$ cat config.mk
export PLATFORM = sky130hd
export DESIGN_NAME = rtc_bus_arbiter
export DESIGN_NICKNAME = d
export VERILOG_FILES = /design/src/rtl/rtc_bus_arbiter.sv
export SDC_FILE = /design/constraint.sdc
export NUM_CORES = 1
export LEC_CHECK = 0
export BUFFER_PORTS_ARGS = -buffer_cell sky130_fd_sc_hd__buf_2
export CAP_MARGIN = 20
export CELL_PAD_IN_SITES_DETAIL_PLACEMENT = 1
export CELL_PAD_IN_SITES_GLOBAL_PLACEMENT = 1
export CORE_ASPECT_RATIO = 1.5
export CORE_UTILIZATION = 35
export CTS_CLUSTER_DIAMETER = 60
export CTS_CLUSTER_SIZE = 14
export DETAILED_ROUTE_END_ITERATION = 6
export GPL_ROUTABILITY_DRIVEN = 0
export GPL_TIMING_DRIVEN = 0
export PLACE_DENSITY_LB_ADDON = 0.3
export SLEW_MARGIN = 20
export SYNTH_ARGS = -nofsm -noshare
export SYNTH_HDL_FRONTEND = slang
export SYNTH_SLANG_ARGS = --single-unit
$ cat constraint.sdc
create_clock -name clk -period 1.4 [get_ports clk]
set_clock_uncertainty 0.2 [all_clocks]
set_input_delay 0.21 -clock clk [delete_from_list [all_inputs] [get_ports clk]]
set_output_delay 0.21 -clock clk [all_outputs]
set_load 0.02 [all_outputs]
$ cat src/rtl/rtc_bus_arbiter.sv
// Arbitrates a write requester and a read requester onto a multiplexed RTC address/data bus.
// Define RTC_ARB_FAIR_EN for round-robin tie-breaking; otherwise a write wins every tie.
module rtc_bus_arbiter #(
  parameter int unsigned PHASE_CYC = 4,
  parameter int unsigned GAP_CYC   = 2
) (
  input  logic       clk,
  input  logic       reset,
  input  logic       wr_req,
  input  logic [7:0] wr_addr,
  input  logic [7:0] wr_data,
  output logic       wr_ack,
  input  logic       rd_req,
  input  logic [7:0] rd_addr,
  output logic [7:0] rd_data,
  output logic       rd_valid,
  output logic [7:0] bus_out,
  output logic       bus_oe,
  input  logic [7:0] bus_in,
  output logic       CSO,
  output logic       WRO,
  output logic       RDO,
  output logic       ADO,
  output logic       busy
);

  localparam int unsigned MAX_CYC = (PHASE_CYC > GAP_CYC) ? PHASE_CYC : GAP_CYC;
  localparam int unsigned CNT_W   = (MAX_CYC < 2) ? 1 : $clog2(MAX_CYC);
  localparam logic [CNT_W-1:0] PH_LAST  = CNT_W'(PHASE_CYC - 1);
  localparam logic [CNT_W-1:0] GAP_LAST = CNT_W'((GAP_CYC == 0) ? 0 : GAP_CYC - 1);

  typedef enum logic [2:0] {IDLE, ADDR, GAP1, DATA, GAP2, DONE} state_t;

  state_t           state, state_nxt;
  logic [CNT_W-1:0] cnt, cnt_nxt;
  logic             grant, grant_wr;
  logic             is_wr;
  logic [7:0]       addr_q, data_q, rd_shadow;
  logic             cso_c, wro_c, rdo_c, ado_c, oe_c, wr_ack_c, rd_valid_c;
  logic [7:0]       bus_c;

`ifdef RTC_ARB_FAIR_EN
  logic last_rd;

  // Round-robin memory: which requester won the most recent grant.
  always_ff @(posedge clk) begin
    if (reset)      last_rd <= 1'b1;
    else if (grant) last_rd <= ~grant_wr;
  end

  assign grant_wr = wr_req && (!rd_req || last_rd);
`else
  assign grant_wr = wr_req;
`endif

  // Next-state and phase counter.
  always_comb begin
    state_nxt = state;
    cnt_nxt   = CNT_W'(cnt + 1'b1);
    grant     = 1'b0;
    case (state)
      IDLE: begin
        cnt_nxt = '0;
        if (wr_req || rd_req) begin
          grant     = 1'b1;
          state_nxt = ADDR;
        end
      end
      ADDR: if (cnt == PH_LAST) begin
        cnt_nxt   = '0;
        state_nxt = (GAP_CYC == 0) ? DATA : GAP1;
      end
      GAP1: if (cnt == GAP_LAST) begin
        cnt_nxt   = '0;
        state_nxt = DATA;
      end
      DATA: if (cnt == PH_LAST) begin
        cnt_nxt   = '0;
        state_nxt = (GAP_CYC == 0) ? DONE : GAP2;
      end
      GAP2: if (cnt == GAP_LAST) begin
        cnt_nxt   = '0;
        state_nxt = DONE;
      end
      DONE: begin
        cnt_nxt   = '0;
        state_nxt = IDLE;
      end
      default: begin
        cnt_nxt   = '0;
        state_nxt = IDLE;
      end
    endcase
  end

  // Bus strobes for the current phase; registered one cycle later.
  always_comb begin
    cso_c      = 1'b1;
    wro_c      = 1'b1;
    rdo_c      = 1'b1;
    ado_c      = 1'b1;
    oe_c       = 1'b0;
    bus_c      = 8'h00;
    wr_ack_c   = 1'b0;
    rd_valid_c = 1'b0;
    case (state)
      ADDR: begin
        cso_c = 1'b0;
        wro_c = 1'b0;
        ado_c = 1'b0;
        oe_c  = 1'b1;
        bus_c = addr_q;
      end
      DATA: begin
        cso_c = 1'b0;
        if (is_wr) begin
          wro_c = 1'b0;
          oe_c  = 1'b1;
          bus_c = data_q;
        end else begin
          rdo_c = 1'b0;
        end
      end
      DONE: begin
        wr_ack_c   = is_wr;
        rd_valid_c = ~is_wr;
      end
      default: ;
    endcase
  end

  always_ff @(posedge clk) begin
    if (reset) begin
      state     <= IDLE;
      cnt       <= '0;
      is_wr     <= 1'b0;
      addr_q    <= 8'h00;
      data_q    <= 8'h00;
      rd_shadow <= 8'h00;
      rd_data   <= 8'h00;
      CSO       <= 1'b1;
      WRO       <= 1'b1;
      RDO       <= 1'b1;
      ADO       <= 1'b1;
      bus_oe    <= 1'b0;
      bus_out   <= 8'h00;
      wr_ack    <= 1'b0;
      rd_valid  <= 1'b0;
      busy      <= 1'b0;
    end else begin
      state <= state_nxt;
      cnt   <= cnt_nxt;
      if (grant) begin
        is_wr  <= grant_wr;
        addr_q <= grant_wr ? wr_addr : rd_addr;
        data_q <= wr_data;
      end
      // The last edge seen with RDO low closes the read data phase.
      if (!RDO) rd_shadow <= bus_in;
      if (rd_valid_c) rd_data <= RDO ? rd_shadow : bus_in;
      CSO      <= cso_c;
      WRO      <= wro_c;
      RDO      <= rdo_c;
      ADO      <= ado_c;
      bus_oe   <= oe_c;
      bus_out  <= bus_c;
      wr_ack   <= wr_ack_c;
      rd_valid <= rd_valid_c;
      busy     <= (state_nxt != IDLE);
    end
  end

endmodule

==> results of run 1 <==
==> state kept, by name (all words and copies together), names as in the netlist, 2 cells and up <==
name,flops
data_q,8
addr_q,8
rd_shadow,8
bus_out,8
cnt,2
rd_data,8
state,3
==> synthesized netlist by cell type, drive strengths merged <==
cell type / n / share of area [%]
nor2: 22 / 3.7
nor3: 3 / 0.68
a21bo: 1 / 0.45
nor2b: 5 / 1.4
and2: 1 / 0.28
a31oi: 1 / 0.28
nand3: 17 / 3.9
o41ai: 8 / 3.2
and4b: 1 / 0.45
a21oi: 27 / 6.1
nor4bb: 1 / 1.1
nor3b: 2 / 0.68
nand4b: 2 / 0.79
clkbuf: 6 / 1.0
nand2: 6 / 1.0
a211oi: 18 / 6.3
a211o: 1 / 0.40
inv: 4 / 0.68
a221oi: 1 / 0.40
dfxtp: 54 / 49
o21bai: 1 / 0.34
nand2b: 8 / 2.3
xor2: 1 / 0.40
ha: 3 / 1.7
buf: 18 / 5.3
or2: 3 / 0.85
mux2i: 16 / 7.3
==> area by class of cell <==
type                    instances  area [um2]
well taps                      74        92.6
inverters                       4        15.0
repair buffers                 81         561
plain buffers                  23         184
flip-flops and latches         54        1100
fillers                       714        2850
multi-input cells             149        1210
clock buffers                   6        82.6
clock inverters                 2        38.8
==> power by group through the flow <==
stage	Sequential, mW	Combinational, mW	Clock, mW
6_report	1.64	0.512	1.12
5_1_grt	1.65	0.556	1.21
4_1_cts	1.64	0.419	1.14
3_5_place_dp	1.68	0.359	0
3_3_place_gp	1.67	0.353	0
2_1_floorplan	1.69	0.210	0
==> kinds of logic (layout without fill, tap and decap cells) <==
kind of cell,count (synthesis),count (layout),share of synthesized area (%)
and+or+nand+nor,71,71,17.2
AOI/OAI and AO/OA,58,58,17.5
DFF,54,54,49.0
buffers and inverters,28,116,6.97
muxes,16,16,7.26
adders and majority gates,3,3,1.70
xor gates and xnor gates,1,1,0.397
==> metal layers <==
layer	wire length, um	vias to the layer above	track usage, %
li1	-	990	-
met1	2530	966	20.9
met2	3620	73	39.0
met3	269	17	3.67
met4	215	0	7.69
met5	0	-	0
==> what timing repair did <==
action                                  4_1_cts  5_1_grt
gates resized for setup                      34       57
hold buffers                                 16        0
gates cloned                                  2        1
setup buffers                                 3        1
endpoints found under the setup margin       41       41
endpoints found under the hold margin        17        0
pin swaps                                    11       24
==> how the worst max path moves through the flow <==
stage          startpoint          to  slack, ns  cells after the start
2_1_floorplan    state[1]  rd_data[1]      0.007                      6
3_3_place_gp       wr_req        busy      -0.22                      4
3_5_place_dp       wr_req   data_q[3]      -0.23                      5
4_1_cts          state[0]  rd_data[3]      -0.05                      5
5_1_grt          state[1]   data_q[6]      -0.21                      3
6_report         state[1]   data_q[6]      -0.13                      3
==> per-stage QoR <==
| stage | setup slack, ns | total power [mW] |
|---|---|---|
| global route | -0.206 | 3.41 |
| detailed placement | -0.230 | 2.03 |
| finish | -0.127 | 3.28 |
| global placement | -0.223 | 2.03 |
| floorplan | 0.00718 | 1.90 |
| CTS | -0.0481 | 3.21 |
==> worst max-delay path: stages (launching register included) <==
cell	delay [ns]
dfxtp_4	0.40
buf_4	0.19
o41ai_1	0.52
a21oi_2	0.09
==> layout by cell type, fill, tap and decap left out, drive strengths merged, types with 3 or more instances in the layout <==
cell type,netlist,layout
dfxtp,54,54
a21oi,27,27
nor2,22,22
nor3,3,3
o41ai,8,8
or2,3,3
nand2b,8,8
buf,18,81
inv,4,5
nand3,17,17
mux2i,16,16
ha,3,3
nor2b,5,5
nand2,6,6
clkbuf,6,13
dlygate4sd3,0,16
a211oi,18,18
==> impl_metrics.toml, run 1 <==
[sta]
finalSetupViolations = 17
fin_crit_sh_pct = 109
tns_ns = -0.792
finalHoldViolCount = 0
tightest_slew_ns = 0.799
rsz0062_at_grt = "yes"
holdWs_ns = 0.00251
setup_slack_ns = -0.127
slew_headroom_pct = 46.7
fmax_mhz = 655
period_minus_slack_ns = 1.53
maxSlewViolCount = 0

[power_and_ir_drop]
intPower_mw = 2.44
cellLeakagePower_nw = 1.37
comb_power_share_pct = 15.6
seqPwrFrac_pct = 50.1
p_switching_mw = 0.842
swShare_pct = 25.7
p_per_area_nw_per_um2 = 999
power_frac_clock_pct = 34.3
ir_worst_vdd_mv = 0.721

[grt]
grt_remaining_overflow = 0
grt_pass1_wl_um = 9950
grt_start_max_net_pins = 18
grt_pass1_vias = 2043
track_usage_pct = 20.4
grt_antenna_before_repair = 0

[drt]
vias = 2046
vias_per_cell = 5.21
wire_per_inst_um = 16.9
drtIter0Drc = 64
drc = 0
ant_nets = 0
drtPass1Iterations = 4
routed_wl_um = 6640

[clocking]
cts_tree = "yes"
cts_root_buf = "clkbuf_8"
cts.sinks = 54
htreeDepth = 2
clkTransAtPathRegs_ns = 0.10
clock_latency_ns = 0.31
clk_path_buf_depth = 2
cts_made_buffers = 5

[die]
coreArea_um2 = 6130
start_util_pct = 36.0
ioPinCount = 60
dieArea_um2 = 6630
die_w_um = 66.8
die_h_um = 99.3
num_rows = 35

[synthesis]
synth_area_um2 = 2210
ys_types = 32
ys_seq_area_share_pct = 49.0
synth_cells = 231
synthesis.nets = 270
yosysWarnings = 0
syn_avg_cell_area_um2 = 9.55
synth_seq_cells = 54

[critical_path]
worstPathRequired_ns = 1.39
worstPathArrival_ns = 1.51
endpoint_kind = "flip-flop"
crit_path_max_fanout = 10
path_class = "reg2reg"
rrSetupSlack_ns = -0.13
worstReg2RegStart = "state[1]"
cp-start-kind = "flip-flop"
r2r_end = "data_q[6]"
ff2ff_path_depth = 3

[finish]
final_cell_area_um2 = 3280
utilization_pct = 53.5
areaGrowthSynthToFinish_pct = 48.7
antennaDiodeCount = 0
finalNonFillerCells = 393
drive_above_1_share_pct = 45.8
final_nets = 357

[min_path]
min_to = "RDO"
hold_path.class = "in2reg"
min_from = "reset"
hold_depth = 3

[placement]
hpwl_um = 4030
dp_cells = 363
placed_area_um2 = 2590
io_buffers = 58

[flow_run]
maxCapViolations = 0

[outcome]
violations = "negative setup slack"
status = "finished, violations left"
Note: power is estimated with default switching activity, not from simulation.
==> inputs of run 2 (changes only) <==
PLACE_DENSITY_LB_ADDON = 0.1   (was 0.3)
==> run 2 against run 1 <==
The run ends with negative hold slack, negative setup slack left; highest routed layer unchanged; worst setup slack better by 0.061 ns; maximum frequency grew 4.2%; routed wire length shrank 3.4%; power down 6.3%; core utilization decreased by 1.5 points; count of clock-buffer cells in the layout decreased by 1; die area unchanged.
==> impl_metrics.toml, run 2 (same netlist as run 1, synthesis figures left out) <==
[finish]
final_cell_mix = "buf_2 (63), dfxtp_1 (48), nor2_1 (20)"
final_nets = 359
drive_above_1_share_pct = 44.5
n_fill_cell = 729
areaGrowthSynthToFinish_pct = 44.4
final_cell_area_um2 = 3190
antennaDiodeCount = 0
final_common_cell = "buf_2"

[die]
die_h_um = 99.3
ioPinCount = 60
coreArea_um2 = 6130
die_w_um = 66.8
num_rows = 35
dieArea_um2 = 6630
start_util_pct = 36.0

[grt]
grt_pass1_vias = 2075
use_met1_pct = 22.3
use_met3_pct = 3.21
grt_pass1_wl_um = 10100
top_usage_layer = "met2"
grt_remaining_overflow = 0
grt_antenna_before_repair = 0
track_usage_pct = 20.2
grt_start_max_net_pins = 19
grt_use_met2_pct = 38.4

[outcome]
violations = "negative hold slack, negative setup slack"
status = "finished, violations left"

[sta]
finalSetupViolations = 21
holdWs_ns = -0.0103
slew_headroom_pct = 52.5
finalHoldViolCount = 1
maxSlewViolCount = 0
tightest_slew_ns = 0.713
fin_crit_sh_pct = 105
period_minus_slack_ns = 1.47
tns_ns = -0.609
rsz0062_at_grt = "yes"
setup_slack_ns = -0.0662
fmax_mhz = 682

[critical_path]
worstPathArrival_ns = 1.50
path_class = "reg2reg"
crit_top_cell = "buf_6"
path_cells = "buf_6 > nor3_4 > buf_6 > clkbuf_16 > nand3_2 > a21oi_1"
crit_path_max_fanout = 6
slowest_stage = "dfxtp_2"
slowest_delay_ns = 0.35
endpoint_kind = "flip-flop"
worstPathRequired_ns = 1.44
cp-start-kind = "flip-flop"

[clocking]
cts_root_buf = "clkbuf_8"
clk_path_buf_depth = 2
htreeDepth = 2
clock_latency_ns = 0.31
clkTransAtPathRegs_ns = 0.11
cts_made_buffers = 5
cts_tree = "yes"
cts.sinks = 54

[placement]
io_buffers = 58
dp_worst_setup_slack_ns = -0.242
hpwl_um = 4170
placed_area_um2 = 2590

[drt]
vias_per_cell = 5.11
drtPass1Iterations = 4
drtIter0Drc = 49
ant_nets = 0
routed_wl_um = 6420
drc = 0
vias = 2019
wire_per_inst_um = 16.2

[power_and_ir_drop]
cellLeakagePower_nw = 1.36
p_per_area_nw_per_um2 = 963
ir_worst_vdd_mv = 0.547

[flow_run]
maxCapViolations = 0

[min_path]
hold_path.class = "in2reg"
-- run 2: cell types whose count changed in the layout (fill, tap and decap cells not counted), moves of 3 or more --
| cell | change |
|---|---|
| a211oi_1 | +3 |
| a211oi_2 | -3 |
| buf_4 | +6 |
| buf_6 | -4 |
| dfxtp_2 | +3 |
| o41ai_1 | -3 |
| o41ai_2 | +3 |
-- run 2: layer usage --
metal | vias up | wire, um | part of all wire (%)
li1 | 993 | - | -
met1 | 967 | 2560 | 40
met2 | 53 | 3600 | 56
met3 | 6 | 185 | 2.9
met4 | 0 | 73 | 1.1
met5 | - | 0 | 0
-- run 2: through the flow --
step,cells,util (%),total power [mW],hold WS (ns)
floorplan,231,-,1.90,0.158
global placement,363,42.3,2.03,0.254
detailed placement,363,42.3,2.04,0.259
CTS,393,49.0,3.01,-0.0133
global route,395,52.0,3.22,0.0196
finish,395,52.0,3.07,-0.0103
-- run 2: timing repair --
item | 4_1_cts | 5_1_grt
hold buffers | 16 | 0
gates resized for setup | 27 | 43
hold endpoints to repair | 17 | 0
setup endpoints to repair | 41 | 43
buffers inserted | 6 | 1
pin swaps | 9 | 22
gates cloned | 1 | 2
-- run 2: final cells by class --
cell class	count	area (um2)	share of cell area, %
flip-flops and latches	54	1090	34.3
well taps	74	92.6	2.90
clock buffers	5	68.8	2.16
multi-input cells	149	1170	36.7
clock inverters	3	25.0	0.785
plain buffers	23	173	5.42
repair buffers	83	552	17.3
inverters	4	15.0	0.471
-- run 2: where the power goes --
part / switching [mW] / leakage, nW / total [mW] / internal (mW)
Sequential: 0.0411 / 0.444 / 1.64 / 1.60
Combinational: 0.258 / 0.876 / 0.505 / 0.247
Clock: 0.558 / 0.0447 / 0.920 / 0.363
-- run 2: final timing paths --
check | from | endpoint | slack (ns) | cells past startpoint
setup / recovery | state[0] | data_q[1] | -0.07 | 6
setup reg to reg | state[0] | data_q[1] | -0.07 | 6
hold reg to reg | data_q[4] | data_q[4] | 0.26 | 2
hold / removal | reset | RDO | -0.01 | 3
-- run 2: worst max-delay path, delay by kind of cell (launching register included) --
family,cells,cell delay [ns]
buffers and inverters,3,0.45
and+or+nand+nor,2,0.23
DFF,1,0.35
AOI/OAI and AO/OA,1,0.15
